File: config.mk
export PLATFORM = sky130hd
export DESIGN_NAME = instr_sequencer
export DESIGN_NICKNAME = d
export VERILOG_FILES = /design/src/rtl/instr_sequencer.sv
export SDC_FILE = /design/constraint.sdc
export NUM_CORES = 1
export LEC_CHECK = 0
export ABC_AREA = 1
export BUFFER_PORTS_ARGS = -buffer_cell sky130_fd_sc_hd__buf_2
export CAP_MARGIN = 20
export CORE_MARGIN = 1.5
export CORE_UTILIZATION = 52
export DETAILED_ROUTE_END_ITERATION = 8
export GPL_TIMING_DRIVEN = 1
export PLACE_DENSITY_LB_ADDON = 0.2
export SYNTH_ARGS = -nofsm -noshare
export SYNTH_HDL_FRONTEND = slang
export SYNTH_SLANG_ARGS = --single-unit
export TNS_END_PERCENT = 5
File: constraint.sdc
create_clock -name clk -period 1.5 [get_ports clk]
set_clock_uncertainty 0.1 [all_clocks]
set_input_delay 0.075 -clock clk [delete_from_list [all_inputs] [get_ports clk]]
set_output_delay 0.075 -clock clk [all_outputs]
set_load 0.005 [all_outputs]
File: src/rtl/instr_sequencer.sv
// Instruction fetch/issue unit for the accumulator executor.
// Fetches 1- and 2-byte instructions from a byte-wide program memory with a
// 1-cycle synchronous read, presents code/in_data with a valid/ready handshake
// and stalls for SLEEP_CYCLES after an issued sleep.
// Optional feature: define INSTR_SEQ_JUMP_EN to make 0x0E a 2-byte jmp that
// loads pc from its operand and is never issued to the executor.
module instr_sequencer #(
  parameter int unsigned PC_W         = 8,
  parameter int unsigned START_ADDR   = 0,
  parameter int unsigned SLEEP_CYCLES = 10000
) (
  input  logic            clk,
  input  logic            reset,
  input  logic            run,
  output logic [PC_W-1:0] pm_addr,
  output logic            pm_rd,
  input  logic [7:0]      pm_rdata,
  output logic [7:0]      code,
  output logic [7:0]      in_data,
  output logic            issue_valid,
  input  logic            issue_ready,
  output logic [PC_W-1:0] pc,
  output logic            busy,
  output logic            illegal
);

  localparam logic [PC_W-1:0] StartPc   = PC_W'(START_ADDR);
  localparam logic [PC_W-1:0] PcOne     = PC_W'(1);
  localparam bit              SleepEn   = (SLEEP_CYCLES != 0);
  localparam logic [24:0]     SleepLoad = SleepEn ? 25'(SLEEP_CYCLES - 1) : 25'd0;

  localparam logic [7:0] OpNop     = 8'h00;
  localparam logic [7:0] OpLoadRom = 8'h01;
  localparam logic [7:0] OpLoadNum = 8'h02;
  localparam logic [7:0] OpOutRom  = 8'h03;
  localparam logic [7:0] OpClr     = 8'h04;
  localparam logic [7:0] OpInc     = 8'h05;
  localparam logic [7:0] OpSleep   = 8'h0A;
  localparam logic [7:0] OpDec     = 8'h0C;
  localparam logic [7:0] OpOut     = 8'h0D;
`ifdef INSTR_SEQ_JUMP_EN
  localparam logic [7:0] OpJmp     = 8'h0E;
`endif

  typedef enum logic [2:0] {
    StIdle, StFetchOp, StDecodeOp, StFetchArg, StDecodeArg, StIssue, StSleep
  } state_e;

  state_e      state_q;
  logic [7:0]  opcode_q;
  logic [24:0] sleep_cnt_q;

  function automatic logic op_two_byte(input logic [7:0] op);
    logic r;
    r = (op == OpLoadRom) || (op == OpLoadNum) || (op == OpOutRom);
`ifdef INSTR_SEQ_JUMP_EN
    r = r || (op == OpJmp);
`endif
    return r;
  endfunction

  function automatic logic op_one_byte(input logic [7:0] op);
    return (op == OpClr) || (op == OpInc) || (op == OpSleep) || (op == OpDec) || (op == OpOut);
  endfunction

  // Undefined opcodes flag in the decode cycle itself, while pm_rdata holds them
  always_comb begin
    illegal = (state_q == StDecodeOp) && !op_two_byte(pm_rdata) && !op_one_byte(pm_rdata)
              && (pm_rdata != OpNop);
  end

  assign busy = (state_q != StIdle);

  // Sequencer FSM with registered memory and executor outputs
  always_ff @(posedge clk) begin
    if (reset) begin
      state_q     <= StIdle;
      pc          <= StartPc;
      pm_addr     <= StartPc;
      pm_rd       <= 1'b0;
      code        <= 8'h00;
      in_data     <= 8'h00;
      issue_valid <= 1'b0;
      opcode_q    <= 8'h00;
      sleep_cnt_q <= 25'd0;
    end else begin
      pm_rd <= 1'b0;
      unique case (state_q)
        StIdle: begin
          if (run) begin
            state_q <= StFetchOp;
            pm_rd   <= 1'b1;
            pm_addr <= pc;
          end
        end
        StFetchOp:  state_q <= StDecodeOp;
        StFetchArg: state_q <= StDecodeArg;
        StDecodeOp: begin
          opcode_q <= pm_rdata;
          pc       <= pc + PcOne;
          if (op_two_byte(pm_rdata)) begin
            state_q <= StFetchArg;
            pm_rd   <= 1'b1;
            pm_addr <= pc + PcOne;
          end else if (op_one_byte(pm_rdata)) begin
            state_q     <= StIssue;
            issue_valid <= 1'b1;
            code        <= pm_rdata;
            in_data     <= 8'h00;
          end else if (run) begin
            // NOP and illegal opcodes are skipped without issuing
            state_q <= StFetchOp;
            pm_rd   <= 1'b1;
            pm_addr <= pc + PcOne;
          end else begin
            state_q <= StIdle;
          end
        end
        StDecodeArg: begin
`ifdef INSTR_SEQ_JUMP_EN
          if (opcode_q == OpJmp) begin
            pc      <= PC_W'(pm_rdata);
            pm_addr <= PC_W'(pm_rdata);
            if (run) begin
              state_q <= StFetchOp;
              pm_rd   <= 1'b1;
            end else begin
              state_q <= StIdle;
            end
          end else
`endif
          begin
            pc          <= pc + PcOne;
            state_q     <= StIssue;
            issue_valid <= 1'b1;
            code        <= opcode_q;
            in_data     <= pm_rdata;
          end
        end
        StIssue: begin
          // code/in_data stay put until the executor accepts them
          if (issue_ready) begin
            issue_valid <= 1'b0;
            code        <= 8'h00;
            in_data     <= 8'h00;
            if ((code == OpSleep) && SleepEn) begin
              state_q     <= StSleep;
              sleep_cnt_q <= SleepLoad;
            end else if (run) begin
              state_q <= StFetchOp;
              pm_rd   <= 1'b1;
              pm_addr <= pc;
            end else begin
              state_q <= StIdle;
            end
          end
        end
        StSleep: begin
          if (sleep_cnt_q == 25'd0) begin
            if (run) begin
              state_q <= StFetchOp;
              pm_rd   <= 1'b1;
              pm_addr <= pc;
            end else begin
              state_q <= StIdle;
            end
          end else begin
            sleep_cnt_q <= sleep_cnt_q - 25'd1;
          end
        end
        default: state_q <= StIdle;
      endcase
    end
  end

endmodule
==> results_dict.tcl <==
set metrics [dict create \
    status "finished, violations left" \
    violations "negative setup slack" \
    period_needed_ns 1.72 \
    clk_pin_slew_ns 0.08 \
    hpwl_mm 7.68 \
    p_comb_share_pct 14.1 \
    timing.fmax_ghz 0.582 \
    design_area_um2 5610 \
    n_fill_cell 560 \
    clk_path_buf_depth 2 \
    end_kind "register" \
    multi_input_area_um2 2390 \
    clock-sinks 70 \
    yosysTopAreaCell "dfxtp_1" \
    seqPwrFrac_pct 49.6 \
    synth_area_per_cell_um2 6.24 \
    synth_top_family_by_area "simple AND/OR/NAND/NOR gates" \
    initial_core_util_pct 53.2 \
    clk_latency_ns 0.36 \
    wirelength_mm 12.0 \
    grt_pass1_wl_mm 18.6 \
    yosys.area_share.simple_pct 39.2 \
    synth_top_area_share_pct 36.7 \
    die_h_um 88.7 \
    vias 4573 \
    ioPinCount 48 \
    ir_drop_uv 628 \
    yosys_warnings 0 \
    first_pass_iters 5 \
    synth-edff-count 0 \
    synth-compound-area-share_pct 12.0 \
    finalHoldViolations 0 \
    pwr-share-clk_pct 36.2 \
    synth_xor_area_share_pct 2.07 \
    drt-wirelength-per-cell_um 13.7 \
    synth_area_um2 3810 \
    area_growth_pct 47.2 \
    antenna_found_initial 0 \
    final_layout_size_suffix_gt1_share_pct 34.6 \
    netlist_top_cells_area "dfxtp_1 37%, nand2_1 16%, nor2_1 12%, a21oi_1 6.8%, nand3_1 6.6%" \
    synth_cells 611 \
    drv_slew 0 \
    synthesis.nets 626 \
    numPortBuffers 47 \
    htree_levels 3 \
    gr-total-overflow 0 \
    clock-root-buffer "clkbuf_8" \
    rsz0062_at_grt "yes" \
    synth_mux_area_share_pct 0 \
    numCtsBuffers 9 \
    cp_max_fo 4 \
    synth_seq_cells 70 \
    cp.arrival_ns 1.89 \
    gp_congestion 0.911 \
    cap_violations 0 \
    synth_ff_type "dfxtp_1" \
    ys_types 31 \
    grt_usage_pct 30.6 \
    worst_setup_path_start_kind "register" \
    antenna_cells 0 \
    grt_max_degree 33 \
    grt_pass1_vias 4242 \
    switchingPower_w 0.00114 \
    tightestPinTransition_ns 0.406 \
    power_density_nw_per_um2 708 \
    leakagePower_nw 2.78 \
    viasPerCell 5.22 \
    dieArea_um2 7860 \
    fp-row-count 31 \
    tns_ns -4.70 \
    setup_viol 47 \
    dpl_cell_area_um2 4840 \
    fin_crit_sh_pct 115 \
    required_ns 1.68 \
    async_flop_share_pct 0 \
    route.detailed.drc 0 \
    initialDrtViolationCount 249 \
    dp_slack_ns -0.213 \
    cts_tree "built" \
    slew_headroom_pct 72.9 \
    swShare_pct 28.7 \
    core_um2 7180 \
    hold_path_class "primary input to register" \
    synth-seq-area-share_pct 36.7 \
    setup_slack_ns -0.218 \
    synthAdderAreaFrac_pct 0.984 \
    critical_path_class "register to register" \
    intPower_w 0.00284 \
    antenna_left 0 \
    die_x_um 88.7 \
    num-nets-final 787 \
    regArea_um2 1420 \
]
[cells in the final DEF (no fill, tap or decap), drive strengths merged, types with 4 or more instances in the layout]
master | netlist | layout
xor2 | 7 | 7
dfxtp | 70 | 70
nand4 | 11 | 11
dlygate4sd3 | 0 | 10
nor2 | 122 | 122
a21oi | 53 | 53
clkinv | 1 | 4
nand2 | 169 | 169
buf | 8 | 158
o21ai | 29 | 29
clkbuf | 11 | 10
nand3 | 52 | 52
inv | 62 | 62
[final timing paths]
kind	startpoint	to	slack [ns]	depth (start not counted)
worst min register to register	in_data[7]	in_data[7]	0.36	2
worst min-delay path	pm_rdata[2]	issue_valid	0.11	6
worst max-delay path	sleep_cnt_q[5]	sleep_cnt_q[13]	-0.22	8
worst max register to register	sleep_cnt_q[5]	sleep_cnt_q[13]	-0.22	8
[stage by stage]
step           power (W)  util, %  hold slack [ns]  std cells
5_1_grt          0.00417     78.2            0.168        876
3_5_place_dp     0.00252     67.5            0.257        833
4_1_cts          0.00398     74.2          -0.0556        866
6_report         0.00398     78.2            0.114        876
2_1_floorplan    0.00231        -            0.110        611
3_3_place_gp     0.00251     67.5            0.239        833
[cell type report]
| type | count | area share, % |
|---|---|---|
| clock inverter | 6 | 0.825 |
| clock buffer | 10 | 2.45 |
| inverter | 63 | 4.32 |
| timing repair buffer | 169 | 22.4 |
| sequential | 70 | 25.2 |
| tap | 99 | 2.21 |
| multi-input combinational | 459 | 42.5 |
[synth_stat cells (3+ instances only)]
| library cell | instances |
|---|---|
| nand2_1 | 165 |
| nor2_1 | 118 |
| dfxtp_1 | 70 |
| inv_1 | 61 |
| a21oi_1 | 52 |
| nand3_1 | 50 |
| o21ai_0 | 27 |
| clkbuf_1 | 11 |
| nand4_1 | 11 |
| xor2_1 | 7 |
| buf_4 | 4 |
| buf_6 | 3 |
| ha_1 | 3 |
| nand2_2 | 3 |
| nor2_2 | 3 |
| o211ai_1 | 3 |
[metal layers]
metal	up-vias	track usage [%]	share of wire, %
li1	2265	-	-
met1	2106	34.8	40
met2	151	53.7	50
met3	51	5.78	5.0
met4	0	17.3	4.4
met5	-	0	0
[worst max-delay path: stages (launching register included)]
cell	delay, ns
dfxtp_2	0.36
nor2_4	0.15
nand2_2	0.10
nor2_4	0.14
nand3_4	0.12
a21oi_4	0.22
buf_4	0.18
nand2_1	0.08
a21oi_1	0.18
[flip-flops by register name (all words and copies together), names as in the netlist]
register and cells:
sleep_cnt_q 25, code 8, in_data 8, opcode_q 8, pc 8, pm_addr 8, state_q 3, issue_valid 1
pm_rd 1
[power by group through the flow]
stage,clock network [W],registers [W],logic [W]
6_report,0.00144,0.00197,0.000563
5_1_grt,0.00155,0.00198,0.000633
4_1_cts,0.00146,0.00198,0.000540
3_5_place_dp,0,0.00202,0.000503
3_3_place_gp,0,0.00202,0.000494
2_1_floorplan,0,0.00202,0.000285
[what timing repair did]
action / 4_1_cts / 5_1_grt
hold buffers: 9 / 2
cloned: 2 / 0
setup buffers: 6 / 8
hold endpoints to repair: 24 / 5
gates resized for setup: 40 / 73
pin swaps: 13 / 31
setup endpoints to repair: 62 / 64
[kinds of logic (layout without fill, tap and decap cells)]
| group | Yosys count | count (layout) |
|---|---|---|
| flops | 70 | 70 |
| buf+inv | 82 | 248 |
| simple gates | 359 | 359 |
| compound gates | 88 | 88 |
| xor+xnor | 9 | 9 |
| fa+ha+maj | 3 | 3 |
Power figures use the tool's default switching activity.
